$ cat src/rtl/adder_result_tx_if.sv
// ---------------------------------------------------------------------------
// adder_result_tx_if
//
// Purpose: bundles the two handshakes around the adder result serializer.
//   - result side: the adder offers a sum/carry pair with res_valid and the
//     serializer accepts it with res_ready.
//   - byte side: the serializer offers tx_data with tx_valid and the UART
//     transmitter takes it with tx_ready.
//
// Signals:
//   res_valid  adder result valid             (producer -> serializer)
//   res_sum    W-bit adder sum                (producer -> serializer)
//   res_cout   adder carry-out                (producer -> serializer)
//   res_ready  serializer can take a result   (serializer -> producer)
//   tx_data    byte for the UART transmitter  (serializer -> UART)
//   tx_valid   tx_data valid                  (serializer -> UART)
//   tx_ready   UART accepts the byte          (UART -> serializer)
//   busy       frame in progress              (serializer -> system)
//
// Modports:
//   slave   the serializer itself
//   master  the environment around it (adder producer + UART transmitter)
// ---------------------------------------------------------------------------
interface adder_result_tx_if #(
    parameter int W = 64
);
    logic         res_valid;
    logic [W-1:0] res_sum;
    logic         res_cout;
    logic         res_ready;
    logic [7:0]   tx_data;
    logic         tx_valid;
    logic         tx_ready;
    logic         busy;

    modport slave (
        input  res_valid,
        input  res_sum,
        input  res_cout,
        output res_ready,
        output tx_data,
        output tx_valid,
        input  tx_ready,
        output busy
    );

    modport master (
        output res_valid,
        output res_sum,
        output res_cout,
        input  res_ready,
        input  tx_data,
        input  tx_valid,
        output tx_ready,
        input  busy
    );
endinterface

$ cat src/rtl/adder_result_tx.sv
// ---------------------------------------------------------------------------
// adder_result_tx
//
// Purpose: return path of the UART adder datapath. Captures one adder result
// (sum plus carry-out) and streams it to the UART transmitter as a byte frame:
//   byte 0      = {7'b0, cout}
//   bytes 1..N  = sum, most significant byte first (N = W/8)
//   byte N+1    = XOR of bytes 0..N (only with ADDER_RESULT_TX_CHECKSUM_EN)
//
// Parameters:
//   W  sum width in bits, a multiple of 8 and at least 8.
//
// Ports:
//   clk    system clock, rising edge
//   rst_n  asynchronous active-low reset; aborts any frame in progress
//   bus    adder_result_tx_if.slave: res_valid/res_sum/res_cout/res_ready
//          result handshake, tx_data/tx_valid/tx_ready byte handshake, busy
//
// Configuration macro:
//   ADDER_RESULT_TX_CHECKSUM_EN  appends the XOR checksum byte (CSUM state).
//   Left undefined, the frame is W/8+1 bytes and no accumulator exists.
// ---------------------------------------------------------------------------
module adder_result_tx #(
    parameter int W = 64
) (
    input  logic               clk,
    input  logic               rst_n,
    adder_result_tx_if.slave   bus
);

    localparam int NBYTES = W / 8;
    localparam int IW     = $clog2(NBYTES + 2);
    localparam logic [IW-1:0] LAST_IDX = IW'(NBYTES);

    typedef enum logic [1:0] {
        IDLE = 2'd0,
        SEND = 2'd1
`ifdef ADDER_RESULT_TX_CHECKSUM_EN
        ,
        CSUM = 2'd2
`endif
    } state_t;

    state_t          state_q, state_d;
    logic [W-1:0]    sum_q, sum_d;
    logic [IW-1:0]   idx_q, idx_d;
    logic [7:0]      tx_data_q, tx_data_d;
`ifdef ADDER_RESULT_TX_CHECKSUM_EN
    logic [7:0]      csum_q, csum_d;
`endif

    // State and datapath registers; reset drops any partial frame at once.
    always_ff @(posedge clk or negedge rst_n) begin
        if (!rst_n) begin
            state_q   <= IDLE;
            sum_q     <= '0;
            idx_q     <= '0;
            tx_data_q <= '0;
`ifdef ADDER_RESULT_TX_CHECKSUM_EN
            csum_q    <= '0;
`endif
        end else begin
            state_q   <= state_d;
            sum_q     <= sum_d;
            idx_q     <= idx_d;
            tx_data_q <= tx_data_d;
`ifdef ADDER_RESULT_TX_CHECKSUM_EN
            csum_q    <= csum_d;
`endif
        end
    end

    // Next-state logic. The sum is held in a shift register: the byte that
    // goes out next is always its top byte, so tx_data can be loaded from a
    // fixed slice instead of a wide index mux. tx_data_q always holds the
    // byte currently on offer, which keeps it stable under backpressure.
    always_comb begin
        state_d   = state_q;
        sum_d     = sum_q;
        idx_d     = idx_q;
        tx_data_d = tx_data_q;
`ifdef ADDER_RESULT_TX_CHECKSUM_EN
        csum_d    = csum_q;
`endif
        case (state_q)
            IDLE: begin
                if (bus.res_valid) begin
                    sum_d     = bus.res_sum;
                    tx_data_d = {7'b0, bus.res_cout};
                    idx_d     = '0;
`ifdef ADDER_RESULT_TX_CHECKSUM_EN
                    csum_d    = '0;
`endif
                    state_d   = SEND;
                end
            end
            SEND: begin
                if (bus.tx_ready) begin
                    idx_d = idx_q + IW'(1);
`ifdef ADDER_RESULT_TX_CHECKSUM_EN
                    csum_d = csum_q ^ tx_data_q;
`endif
                    if (idx_q == LAST_IDX) begin
`ifdef ADDER_RESULT_TX_CHECKSUM_EN
                        // Checksum includes the byte just accepted.
                        tx_data_d = csum_q ^ tx_data_q;
                        state_d   = CSUM;
`else
                        tx_data_d = '0;
                        state_d   = IDLE;
`endif
                    end else begin
                        tx_data_d = sum_q[W-1 -: 8];
                        sum_d     = sum_q << 8;
                    end
                end
            end
`ifdef ADDER_RESULT_TX_CHECKSUM_EN
            CSUM: begin
                if (bus.tx_ready) begin
                    idx_d     = idx_q + IW'(1);
                    tx_data_d = '0;
                    state_d   = IDLE;
                end
            end
`endif
            default: begin
                state_d = IDLE;
            end
        endcase
    end

    // All outputs come straight from registers; tx_ready never reaches them.
    assign bus.res_ready = (state_q == IDLE);
    assign bus.busy      = (state_q != IDLE);
    assign bus.tx_valid  = (state_q != IDLE);
    assign bus.tx_data   = tx_data_q;

endmodule

$ cat src/flat_wrapper.sv
// flat-port wrapper written by rule: the top's interface ports become plain ports
module adder_result_tx_flat 
#(
    parameter int W = 64
)
  (clk, rst_n, bus_res_valid, bus_res_sum, bus_res_cout, bus_res_ready, bus_tx_data, bus_tx_valid, bus_tx_ready, bus_busy);
  adder_result_tx_if #(.W(W)) bus_i ();
  input  logic clk;
  input  logic rst_n;
  input wire logic [$bits(bus_i.res_valid)-1:0] bus_res_valid;
  input wire logic [$bits(bus_i.res_sum)-1:0] bus_res_sum;
  input wire logic [$bits(bus_i.res_cout)-1:0] bus_res_cout;
  output wire logic [$bits(bus_i.res_ready)-1:0] bus_res_ready;
  output wire logic [$bits(bus_i.tx_data)-1:0] bus_tx_data;
  output wire logic [$bits(bus_i.tx_valid)-1:0] bus_tx_valid;
  input wire logic [$bits(bus_i.tx_ready)-1:0] bus_tx_ready;
  output wire logic [$bits(bus_i.busy)-1:0] bus_busy;
  assign bus_i.res_valid = bus_res_valid;
  assign bus_i.res_sum = bus_res_sum;
  assign bus_i.res_cout = bus_res_cout;
  assign bus_res_ready = bus_i.res_ready;
  assign bus_tx_data = bus_i.tx_data;
  assign bus_tx_valid = bus_i.tx_valid;
  assign bus_i.tx_ready = bus_tx_ready;
  assign bus_busy = bus_i.busy;
  adder_result_tx #(.W(W)) u_core (.clk(clk), .rst_n(rst_n), .bus(bus_i));
endmodule
$ cat config.mk
export PLATFORM = sky130hd
export DESIGN_NAME = adder_result_tx_flat
export DESIGN_NICKNAME = d
export VERILOG_FILES = /design/src/rtl/adder_result_tx_if.sv /design/src/rtl/adder_result_tx.sv /design/src/flat_wrapper.sv
export SDC_FILE = /design/constraint.sdc
export NUM_CORES = 1
export LEC_CHECK = 0
export ABC_AREA = 1
export BUFFER_PORTS_ARGS = -buffer_cell sky130_fd_sc_hd__buf_2
export CAP_MARGIN = 20
export CORE_ASPECT_RATIO = 0.5
export CORE_MARGIN = 5
export CORE_UTILIZATION = 49
export CTS_CLUSTER_SIZE = 20
export DETAILED_ROUTE_END_ITERATION = 8
export HOLD_SLACK_MARGIN = 0.12
export PLACE_DENSITY_LB_ADDON = 0.1
export RECOVER_POWER = 50
export SLEW_MARGIN = 15
export SYNTH_ARGS = -nofsm -noshare
export SYNTH_HDL_FRONTEND = slang
export SYNTH_SLANG_ARGS = --single-unit
$ cat constraint.sdc
create_clock -name clk -period 1.23 [get_ports clk]
set_input_delay 0.246 -clock clk [delete_from_list [all_inputs] [get_ports clk]]
set_output_delay 0.246 -clock clk [all_outputs]
set_load 0.05 [all_outputs]
==> run_results.csv <==
group,metric,value,unit
global_routing,grt_max_degree,40,
logic_synthesis,yosys.area.top_type,"dfrtp_1",
floorplanning,start_util,0.508,
logic_synthesis,synthFlopType,"dfrtp_1",
setup_path,cp.required,1.44,ns
power,leakagePower,2.50,nW
setup_path,critPathArrivalTime,1.63,ns
placement,port_buffers,79,
logic_synthesis,syn_nets,481,
placement,post-place-cells,582,
timing,period_share,1.15,
logic_synthesis,synth-seq-area-share,0.515,
worst_hold_path,hp-class,"primary input to register",
status,failed_checks,"negative setup slack",
timing,finalWorstSetupSlack,-0.190,ns
timing,whs,0.128,ns
setup_path,reg2reg_depth,7,
detailed_routing,vias,3248,
status,status,"complete, but fails checks",
detailed_routing,drc_errors,0,
setup_path,worst_setup_path_start_kind,"register",
clock_tree,cts_made_buffers,9,
timing,tightest_slew,0.561,ns
setup_path,startpoint,"u_core.state_q[0]$_DFFE_PN0P_",
clock_tree,root_buffer,"clkbuf_16",
setup_path,crit_type,"register to register",
clock_tree,cts_tree,"done",
placement,routabilityCongestion,0.766,
global_routing,antenna_found_initial,0,
cells_and_area,multi_input_area,1860,µm²
cells_and_area,final_nets,595,
floorplanning,core-area,7380,µm²
timing,fmax,704,MHz
timing,final.setup_skew,0.00971,ns
floorplanning,rows,22,
logic_synthesis,syn_avg_cell_area,9.13,µm²
logic_synthesis,synth_top_area_share,0.515,
setup_path,cp_max_fo,22,
setup_path,reg2reg_from,"u_core.state_q[0]$_DFFE_PN0P_",
setup_path,cp-endpoint,"u_core.sum_q[25]$_DFFE_PN0P_",
placement,dpl.hpwl,5660,µm
timing,rsz0062_at_grt,"true",
detailed_routing,initialDrtViolationCount,192,
logic_synthesis,async_flop_share,1.00,
clock_tree,clkLatencyLatePin,0.34,ns
cells_and_area,final_core_util,0.728,
clock_tree,cts_max_path_buffers,2,
logic_synthesis,syn_inst,410,
global_routing,grtUsageTotal,0.181,
setup_path,rrSetupSlack,-0.19,ns
flow_run,drv_cap,0,
logic_synthesis,ys_warn_count,0,
floorplanning,die_w,134,µm
timing,slew_violations,0,
detailed_routing,via_per_inst,5.21,
global_routing,grt_pass1_vias,2994,
cells_and_area,drive_gt1_frac,0.528,
cells_and_area,nFillCells,537,
timing,finalSetupViolCount,79,
timing,min_period,1.42,ns
cells_and_area,register_area,1930,µm²
cells_and_area,area_growth,43.4,%
cells_and_area,final_cell_mix,"76 x dfrtp_1, 70 x buf_2, 61 x nand2_1",
setup_path,cp-end-kind,"register",
detailed_routing,routed_wl,9330,µm
floorplanning,die_y,71.8,µm
detailed_routing,avgRoutedWirePerCell,15.0,µm
logic_synthesis,synth_edf_count,0,
floorplanning,io_pins,80,
power,vdd_drop_max,1.04,mV
clock_tree,h-tree-depth,3,
cells_and_area,fin_cells,623,
setup_path,reg2reg_to,"u_core.sum_q[25]$_DFFE_PN0P_",
cells_and_area,antennaDiodeCount,0,
logic_synthesis,synthTopCellsByArea,"dfrtp_1 51%, nand2_1 10%, o21ai_0 8.6%",
cells_and_area,layout_commonest_cell,"dfrtp_1",
detailed_routing,drtPass1Iterations,4,
detailed_routing,ant_nets,0,
global_routing,grt_pass1_wl,13900,µm
timing,hold_viol,0,
logic_synthesis,synth_cell_type_count,23,
power,powerDensity,2450,nW/µm²
logic_synthesis,netlist_area,3740,µm²
clock_tree,clk_pin_slew,0.06,ns
floorplanning,die_area,9600,µm²
global_routing,grt_overflow_total,0,
logic_synthesis,ys_ff_latch,77,
power,total_power,13.1,mW
timing,relSlewSlack,0.626,
clock_tree,cts_sinks,77,
worst min path at each step:
stage	from	slack [ns]	endpoint	cells past startpoint
after CTS	bus_res_sum[0]	0.12	u_core.sum_q[0]$_DFFE_PN0P_	3
final	bus_res_sum[0]	0.13	u_core.sum_q[0]$_DFFE_PN0P_	3
after global routing	bus_res_sum[0]	0.14	u_core.sum_q[0]$_DFFE_PN0P_	3
after floorplan	rst_n	-0.05	u_core.bus.tx_data[0]$_DFFE_PN0P_	0
after global placement	rst_n	0.24	u_core.bus.tx_data[6]$_DFFE_PN0P_	2
after detailed placement	rst_n	0.24	u_core.bus.tx_data[6]$_DFFE_PN0P_	2
logic make-up after synthesis:
| logic type | share of synthesized area |
|---|---|
| buffers and inverters | 0.0678 |
| AO/OA/AOI/OAI | 0.190 |
| adder cells (fa/ha/maj) | 0.00668 |
| flip-flops | 0.515 |
| AND/OR/NAND/NOR | 0.221 |
worst max-delay path, stage by stage (launching register included):
cell	delay, ns
dfrtp_2	0.49
buf_6	0.15
nand4_1	0.09
buf_6	0.16
nand2_8	0.10
buf_16	0.19
nand2_2	0.07
o21ai_2	0.04
stage by stage:
stage          TNS (ns)  instance area, µm²  worst slack, ns
4_1_cts           -9.62                4910           -0.182
6_report         -11.76                5370           -0.190
5_1_grt          -15.91                5370           -0.250
3_3_place_gp      -7.05                4370           -0.135
2_1_floorplan    -13.38                3820           -0.201
3_5_place_dp      -7.60                4370           -0.164
report_power, final:
| part | internal, mW | switching, mW |
|---|---|---|
| combinational | 2.83 | 3.14 |
| sequential | 3.69 | 0.815 |
| clock | 1.71 | 0.962 |
registers in the layout, indices dropped and copies added, names as in the netlist:
name,count
u_core.bus.tx_data,8
u_core.sum_q,64
u_core.idx_q,4
u_core.state_q,1
layer usage:
layer  wire, µm  part of all wire  GRT usage  up-vias
met2       4290              0.46      0.288       85
met1       4460              0.48      0.241     1560
li1           -                 -          -     1589
met3        486             0.052     0.0519       14
met5          0                 0          0        -
met4         93             0.010     0.0582        0
synthesized netlist by cell type, types with 2 or more instances:
master,count
a21oi_1,2
buf_2,5
buf_6,12
clkbuf_1,7
clkbuf_2,2
clkinv_1,2
dfrtp_1,77
ha_1,2
inv_1,5
nand2_1,103
nand2_4,3
nand3_1,4
nand4_1,4
o21ai_0,64
o21ai_1,31
o21ai_2,26
or2_1,10
or2_2,46
final cells by class:
cell class                 count  share of cell area
clock buffer                  13              0.0503
clock inverter                 1             0.00559
inverter                       8             0.00699
multi-input combinational    298               0.347
sequential                    77               0.359
tap                           96              0.0224
timing repair buffer         130               0.208
timing repair:
| action | CTS | global route |
|---|---|---|
| hold buffers | 9 | 0 |
| endpoints found under the hold margin | 85 | 0 |
| pin swaps | 0 | 4 |
| setup endpoints to repair | 75 | 80 |
| cloned | 1 | 8 |
| gates resized for setup | 33 | 97 |
| setup buffers | 4 | 5 |
(Power assumes the default switching activity.)
